===== src/rtl/if_fetch_queue_pkg.sv =====
// Shared types for the instruction fetch queue: address/instruction words,
// imem request/response bundles, queue entries and the IF/ID stage record.
package if_fetch_queue_pkg;

    localparam int XLEN   = 32;
    localparam int INST_W = 32;
    localparam int BYTE_W = 8;
    localparam int MASK_W = INST_W / BYTE_W;

    typedef logic [XLEN-1:0]   addr_t;
    typedef logic [INST_W-1:0] inst_t;

    typedef struct packed {
        addr_t             addr;
        logic [MASK_W-1:0] mask;
        logic              en;
    } mem_read_req_t;

    typedef struct packed {
        logic  done;
        logic  valid;
        inst_t data;
    } mem_read_rsp_t;

    typedef struct packed {
        addr_t pc;
        inst_t inst;
    } fetch_entry_t;

    typedef struct packed {
        addr_t pc;
        inst_t inst;
        logic  valid;
    } if_id_t;

    // Instructions are word aligned; redirect targets drop their low two bits.
    function automatic addr_t align_pc(addr_t a);
        return a & ~addr_t'(3);
    endfunction

endpackage


===== src/rtl/if_inst_fifo.sv =====
// In-order synchronous FIFO holding fetched instructions. Flush empties it
// in one cycle; push when full and pop when empty are ignored.
module if_inst_fifo
    import if_fetch_queue_pkg::*;
#(
    parameter int  DEPTH = 4,
    parameter type T     = fetch_entry_t
)(
    input  logic                     clk,
    input  logic                     rst_n,
    input  logic                     i_flush,
    input  logic                     i_push,
    input  T                         i_data,
    input  logic                     i_pop,
    output T                         o_head,
    output logic [$clog2(DEPTH):0]   o_count,
    output logic                     o_empty
);

    localparam int AW = $clog2(DEPTH);
    localparam int CW = AW + 1;
    localparam logic [CW-1:0] DEPTH_CNT = CW'(DEPTH);

    T                r_mem [DEPTH];
    logic [AW-1:0]   r_wr_ptr;
    logic [AW-1:0]   r_rd_ptr;
    logic [CW-1:0]   r_count;
    logic            w_full;
    logic            w_push_ok;
    logic            w_pop_ok;

    assign w_full    = (r_count == DEPTH_CNT);
    assign o_empty   = (r_count == '0);
    assign w_push_ok = i_push && !w_full;
    assign w_pop_ok  = i_pop && !o_empty;
    assign o_head    = r_mem[r_rd_ptr];
    assign o_count   = r_count;

    // Pointer and occupancy bookkeeping; reset and flush both empty the queue.
    always_ff @(posedge clk) begin
        if (!rst_n || i_flush) begin
            r_wr_ptr <= '0;
            r_rd_ptr <= '0;
            r_count  <= '0;
        end else begin
            if (w_push_ok) r_wr_ptr <= r_wr_ptr + 1'b1;
            if (w_pop_ok)  r_rd_ptr <= r_rd_ptr + 1'b1;
            case ({w_push_ok, w_pop_ok})
                2'b10:   r_count <= r_count + 1'b1;
                2'b01:   r_count <= r_count - 1'b1;
                default: r_count <= r_count;
            endcase
        end
    end

    // Entry storage carries no reset; occupancy alone decides what is live.
    always_ff @(posedge clk) begin
        if (w_push_ok) r_mem[r_wr_ptr] <= i_data;
    end

endmodule


===== src/rtl/if_fetch_queue.sv =====
// Instruction fetch stage: owns the fetch PC, issues one sequential imem read
// at a time and buffers returned instructions in an in-order queue feeding ID.
// Redirects flush the queue; a read abandoned mid-flight has its eventual
// response swallowed via the discard flag.
module if_fetch_queue
    import if_fetch_queue_pkg::*;
#(
    parameter int          DEPTH    = 4,
    parameter logic [31:0] RESET_PC = 32'h0000_0000
)(
    input  logic          clk,
    input  logic          rst_n,
    input  logic          en,
    input  logic          redirect_en,
    input  addr_t         redirect_pc,
    input  logic          next_rdy,
    input  mem_read_rsp_t inst_read_rsp,
    output mem_read_req_t inst_read_req,
    output if_id_t        if_id,
    output logic          rdy
);

    localparam int CW = $clog2(DEPTH) + 1;
    localparam logic [CW-1:0] DEPTH_CNT = CW'(DEPTH);

    addr_t          r_fetch_pc;
    logic           r_pending;
    logic           r_discard;

    logic [CW-1:0]  w_count;
    logic           w_empty;
    logic           w_valid;
    logic           w_req_en;
    logic           w_push;
    logic           w_pop;
    logic           w_drop;
    fetch_entry_t   w_push_entry;
    fetch_entry_t   w_head;

    // Occupancy is the registered count, so a pop this cycle never opens a
    // slot for a request this cycle (no combinational next_rdy -> req path).
    assign w_req_en = rst_n && en && !redirect_en && (w_count < DEPTH_CNT) && !r_discard;
    assign w_push   = w_req_en && inst_read_rsp.done && inst_read_rsp.valid;
    assign w_valid  = rst_n && !w_empty;
    assign w_pop    = next_rdy && w_valid;
    // An outstanding read loses its request without completing: its later
    // response belongs to an address we no longer want.
    assign w_drop   = r_pending && !inst_read_rsp.done && !w_req_en;

    assign w_push_entry.pc   = r_fetch_pc;
    assign w_push_entry.inst = inst_read_rsp.data;

    if_inst_fifo #(
        .DEPTH (DEPTH),
        .T     (fetch_entry_t)
    ) u_fifo (
        .clk     (clk),
        .rst_n   (rst_n),
        .i_flush (redirect_en),
        .i_push  (w_push),
        .i_data  (w_push_entry),
        .i_pop   (w_pop),
        .o_head  (w_head),
        .o_count (w_count),
        .o_empty (w_empty)
    );

    // Fetch PC: redirect wins, otherwise advance past each accepted instruction.
    always_ff @(posedge clk) begin
        if (!rst_n) begin
            r_fetch_pc <= RESET_PC;
        end else if (redirect_en) begin
            r_fetch_pc <= align_pc(redirect_pc);
        end else if (w_push) begin
            r_fetch_pc <= r_fetch_pc + 32'd4;
        end
    end

    // Track the single outstanding read and whether its response must be dropped.
    always_ff @(posedge clk) begin
        if (!rst_n) begin
            r_pending <= 1'b0;
            r_discard <= 1'b0;
        end else begin
            r_pending <= w_req_en && !inst_read_rsp.done;
            if (w_drop) begin
                r_discard <= 1'b1;
            end else if (r_discard && inst_read_rsp.done) begin
                r_discard <= 1'b0;
            end
        end
    end

    // Drive the imem request and present the queue head to ID.
    always_comb begin
        inst_read_req      = '0;
        inst_read_req.addr = r_fetch_pc;
        inst_read_req.mask = '1;
        inst_read_req.en   = w_req_en;
        if_id              = '0;
        if_id.pc           = w_head.pc;
        if_id.inst         = w_head.inst;
        if_id.valid        = w_valid;
        rdy                = w_valid;
    end

endmodule


===== config.mk =====
export PLATFORM = sky130hd
export DESIGN_NAME = if_fetch_queue
export DESIGN_NICKNAME = d
export VERILOG_FILES = /design/src/rtl/if_fetch_queue_pkg.sv /design/src/rtl/if_inst_fifo.sv /design/src/rtl/if_fetch_queue.sv
export SDC_FILE = /design/constraint.sdc
export NUM_CORES = 1
export LEC_CHECK = 0
export ABC_AREA = 0
export BUFFER_PORTS_ARGS = -buffer_cell sky130_fd_sc_hd__buf_2
export CAP_MARGIN = 20
export CORE_MARGIN = 3
export CORE_UTILIZATION = 31
export DETAILED_ROUTE_END_ITERATION = 8
export SETUP_SLACK_MARGIN = 0.05
export SYNTH_ARGS = -nofsm -noshare
export SYNTH_HDL_FRONTEND = slang
export SYNTH_SLANG_ARGS = --single-unit

===== constraint.sdc =====
create_clock -name clk -period 5.7 [get_ports clk]
set_input_delay 0.57 -clock clk [delete_from_list [all_inputs] [get_ports clk]]
set_output_delay 0.57 -clock clk [all_outputs]
set_load 0.005 [all_outputs]

**After elaboration in Yosys (flattened, before gate mapping)**

Memories as Yosys holds them, arrays and structs flattened. A register that Yosys moved wholly into a read port is not among the register bits.
Cells that the tools add are included.

- RAM bits: 256
- Register bits after elaboration: 41
- Logic and storage cells: 54
- Bits of input ports: 71
- Memories kept: 1
- Output and inout bits: 103

- Muxes and demuxes: 9
- Order comparisons: 1
- Bitwise gates (word level): 1
- Add/subtract/negate cells: 5
- Eq/ne operators: 3
- Reductions and logical operators: 27

Memories:

| memory | words | bits a word | rd ports | clocked after Yosys merged registers in | wr ports | RTL line | text |
|---|---|---|---|---|---|---|---|
| u_fifo.r_mem | 4 | 64 | 1 | 1 | 1 | if_inst_fifo.sv:24 | `T r_mem [DEPTH];` |

Operator list:

| operator | number |
|---|---|
| 2-to-1 mux 32 bit | 2 |
| adder 32 x 3 -> 32 bit, second input constant | 1 |
| logical AND 1 bit | 14 |
| logical NOT 1 bit | 7 |
| case mux 3 bit (2 select lines) | 1 |
| nonzero test 2 bit | 3 |
| adder 2 x 1 -> 2 bit, second input constant | 2 |
| 2-to-1 mux 1 bit | 4 |
| 2-to-1 mux 2 bit | 2 |
| adder 3 x 1 -> 3 bit, second input constant | 1 |
| == test 3 bit, second input constant | 1 |
| logical NOT 3 bit | 1 |
| < comparator 3 bit, second input constant | 1 |
| subtractor 3 x 1 -> 3 bit, second input constant | 1 |
| == test 2 x 1 -> 1 bit, second input constant | 1 |
| == test 2 bit, second input constant | 1 |
| OR reduction 2 bit | 1 |
| logical OR 1 bit | 1 |
| inverter 1 bit | 1 |

**Depth between registers and ports, before layout**

- Word-level depth: 9
- Gate-level depth with buffers: 13
- Mapped depth without buffers: 9

**Modules after synthesis**

Synthesis repeated with hierarchy kept, for this count alone.

- Cells, all modules: 634
- Area total of the unflattened synthesis: 11797.6 um^2

By module, submodules not included:

| module | seq. area each (um^2) | cells each | times used | area each (um^2) |
|---|---|---|---|---|
| if_inst_fifo | 7867.5 | 387 | 1 | 9793.1 |
| if_fetch_queue | 640.6 | 247 | 1 | 2004.4 |

**Worst setup path after synthesis**

No wires, ideal clock.

- Path type: input to register
- From: in rst_n
- To: mem u_fifo.r_mem[0][0] in the netlist's numbering (enable)
- Required time: 5.274 ns
- Path buffers: 4
- Arrival time: 2.968 ns
- Library setup time: 0.426 ns
- Stages: 7
- Setup slack: 2.306 ns
- Cell sequence: buf_4 -> nor4b_2 -> and4_1 -> buf_4 -> buf_4 -> buf_4 -> and2_1

- Cells in the longest elaborated chain, start to end: 9

RTL lines:

| what | RTL line | text |
|---|---|---|
| start: declaration | if_fetch_queue.sv:12 | `input logic rst_n,` |
| logical AND 1 bit (4 in series) | if_fetch_queue.sv:42 | `assign w_req_en = rst_n && en && !redirect_en && (w_count < DEPTH_CNT) && !r_discard;` |
| logical AND 1 bit (2 in series) | if_fetch_queue.sv:43 | `assign w_push = w_req_en && inst_read_rsp.done && inst_read_rsp.valid;` |
| logical AND 1 bit | if_inst_fifo.sv:34 | `assign w_push_ok = i_push && !w_full;` |
| 2-to-1 mux 1 bit | if_inst_fifo.sv:58 | `if (w_push_ok) r_mem[r_wr_ptr] <= i_data;` |
| 2-to-1 mux 1 bit (implied by the code) | if_inst_fifo.sv:58 |  |
| end: declaration | if_inst_fifo.sv:24 |  |

Every way passes these cells.

==> metrics.cfg <==
[run_status]
status = finished, final reports clean

[clock_tree]
cts_buffers = 31
clock-sinks = 289
cts_hold_buffers = 0
post_cts_resize_count = 0
htree_levels = 1
clock_latency_ns = 0.56
cts_tree = built
cts_root_buf = clkbuf_16
post-cts-setup-buffers = 0
clk_path_buf_depth = 3
clkTransAtPathRegs_ns = 0.06

[timing]
skew_ns = 0.0224
fmax_mhz = 296
tns_ns = 0
post-route-period-util = 0.593
hold_viol_final = 0
whs_ns = 0.191
rsz0062_at_grt = false
slew_viol_final = 0
period_needed_ns = 3.38
worst_pin_slew_ns = 1.07
maxSlewHeadroom = 0.287
setup_viol = 0

[worst_hold_path]
whs_path_depth = 2
min_from = inst_read_rsp[33]
min_to = r_discard$_SDFFE_PN0P_
hp-class = in -> reg

[logic_synthesis]
synthCells = 627
netlist-cell-type-count = 52
synth_edf_count = 248
ys_ff_latch = 289
postSynthAreaPerCell_um2 = 18.1
ys_seq_area_frac = 0.728
yosys_warnings = 0
ys.flop_type = edfxtp_1
synth.cell_area_um2 = 11400
synthArstFlopShare = 0

[worst_setup_path]
crit_required_ns = 5.13
rr_endpoint = u_fifo.r_mem[2][30]$_DFFE_PP_
crit_chain = buf_4 -> mux4_2 -> buf_2
cp.arrival_ns = 2.81
cp_slowest_cell = dfxtp_4
critPathKind = reg -> out
startpoint_type = register
max_stage_delay_ns = 0.99
cp_max_fo = 42
r2r_slack_ns = 2.56
endpoint_kind = output pin
reg2regPathDepth = 4
r2r_start = u_fifo.o_count[2]$_SDFFE_PP0P_

[die]
start_util = 0.317
io_pins = 174
core_um2 = 35800
die-area_um2 = 39000
die_y_um = 197
die_w_um = 197
rows = 69

[power]
p_leak_uw = 0.00461
finalPower_uw = 4550
ir_drop_v = 0.000195
power_per_cell_area_nw_per_um2 = 332

[grt]
grt_pass1_wl_um = 39000
grt_start_max_net_pins = 63
grt_usage = 0.131
grt-ovfl-total = 0
grt_pass1_vias = 6273
antenna_found_initial = 1

[detailed_routing]
post_drt_wl_per_cell_um = 20.4
viasPerCell = 4.88
drtIter0Drc = 395
dr.pass1.iters = 5
detail-route-antenna-nets = 0
totalWireLength_um = 26100
num_vias = 6254
drc = 0

[finish]
area_growth_pct = 20.5
final_layout_size_suffix_gt1_frac = 0.367
nets = 871
fillerInstances = 3320
seq_area_um2 = 8280
multiInputGateArea_um2 = 2840

[placement]
dp_hpwl_um = 15800
io_buffer_count = 163
place.gp.congestion = 0.712

[run]
cap_violations = 0

-- per-layer routing --
layer | vias up | part of all wire | track usage
met5 | - | 0.00050 | 0
met3 | 38 | 0.065 | 0.0288
met4 | 2 | 0.019 | 0.0356
met2 | 194 | 0.48 | 0.215
met1 | 3178 | 0.44 | 0.179
li1 | 2842 | - | -
-- critical path: cells and delay by family (launching register included) --
kind | cells | cell delay (ns)
buffers and inverters | 2 | 0.67
muxes | 1 | 0.58
DFF | 1 | 0.99
-- layout by cell type (no fill, tap or decap), drive strengths merged, types with 13 or more instances in the layout --
master    n
o21ai    17
nor2     28
nand3    13
buf     169
clkinv   15
clkbuf   33
dfxtp    41
edfxtp  248
nand2    23
a21oi    15
mux4     62
-- per-stage QoR --
step	instances	instance area, um2	setup slack [ns]	utilization
6_report	1281	13700	2.32	0.382
5_1_grt	1279	13700	2.02	0.382
4_1_cts	1279	13700	2.15	0.382
3_5_place_dp	1221	12600	1.85	0.352
2_1_floorplan	633	11400	2.31	-
3_3_place_gp	1221	12600	1.91	0.352
-- logic make-up (layout without fill, tap and decap cells) --
group                    Yosys count  count (layout)  share of synthesized area
flip-flops                       289             289                      0.728
AND/OR/NAND/NOR                  120             120                     0.0594
buffers and inverters             54             239                     0.0242
other                              2              10                   0.000661
multiplexers                      66              66                      0.127
XOR/XNOR                          15              15                     0.0116
adder cells (fa/ha/maj)            7               7                    0.00837
AO/OA/AOI/OAI                     74              74                     0.0408
-- synth_stat cells (all sizes together), types with 2 or more instances --
| cell type | n | area (um2) |
|---|---|---|
| o22ai | 7 | 43.8 |
| o21ai | 17 | 85.1 |
| or3 | 2 | 12.5 |
| mux2 | 3 | 33.8 |
| a32oi | 5 | 43.8 |
| nand2b | 4 | 25.0 |
| and3 | 5 | 31.3 |
| xor2 | 12 | 105 |
| dfxtp | 41 | 821 |
| xnor2 | 3 | 26.3 |
| clkbuf | 15 | 56.3 |
| a21oi | 15 | 75.1 |
| nand4 | 12 | 87.6 |
| a22oi | 11 | 82.6 |
| nor2 | 28 | 105 |
| and2 | 8 | 50.1 |
| edfxtp | 248 | 7450 |
| conb | 2 | 7.51 |
| nand2 | 23 | 86.3 |
| nor4 | 6 | 73.8 |
| nor2b | 10 | 62.6 |
| inv | 11 | 41.3 |
| mux4 | 62 | 1400 |
| nor3 | 3 | 15.0 |
| a31oi | 12 | 75.1 |
| a221oi | 2 | 17.5 |
| nand3 | 13 | 70.1 |
| ha | 6 | 75.1 |
| buf | 27 | 174 |
| and4 | 2 | 17.5 |
-- sequential cells by signal (all words and copies together) (netlist names), named ones only --
signal	flops
u_fifo.r_mem	248
r_fetch_pc	30
r_discard	1
u_fifo.r_rd_ptr	2
u_fifo.r_wr_ptr	2
r_pending	1
u_fifo.o_count	3
-- worst max path at each step --
stage          cells after the start  slack (ns)         from                            end
2_1_floorplan                      7        2.31        rst_n   u_fifo.r_mem[0][0]$_DFFE_PP_
3_3_place_gp                       5        1.91  redirect_en  u_fifo.r_mem[1][30]$_DFFE_PP_
3_5_place_dp                       5        1.85  redirect_en  u_fifo.r_mem[0][29]$_DFFE_PP_
4_1_cts                            3        2.15     register                      if_id[25]
5_1_grt                            3        2.02     register                       if_id[2]
6_report                           3        2.32     register                      if_id[14]
-- where the power goes --
group	switching (uW)	internal (uW)
Sequential	35.9	2310
Clock	817	1270
Combinational	63.4	51.9
-- area by class of cell --
class | instances | share of cell area
diodes | 2 | 0.000366
clock buffers | 33 | 0.0572
clock inverters | 25 | 0.0213
inverters | 12 | 0.00329
multi-input cells | 290 | 0.208
flip-flops and latches | 289 | 0.605
well taps | 461 | 0.0422
repair buffers | 169 | 0.0629
Note: power is estimated with default switching activity, not from simulation.
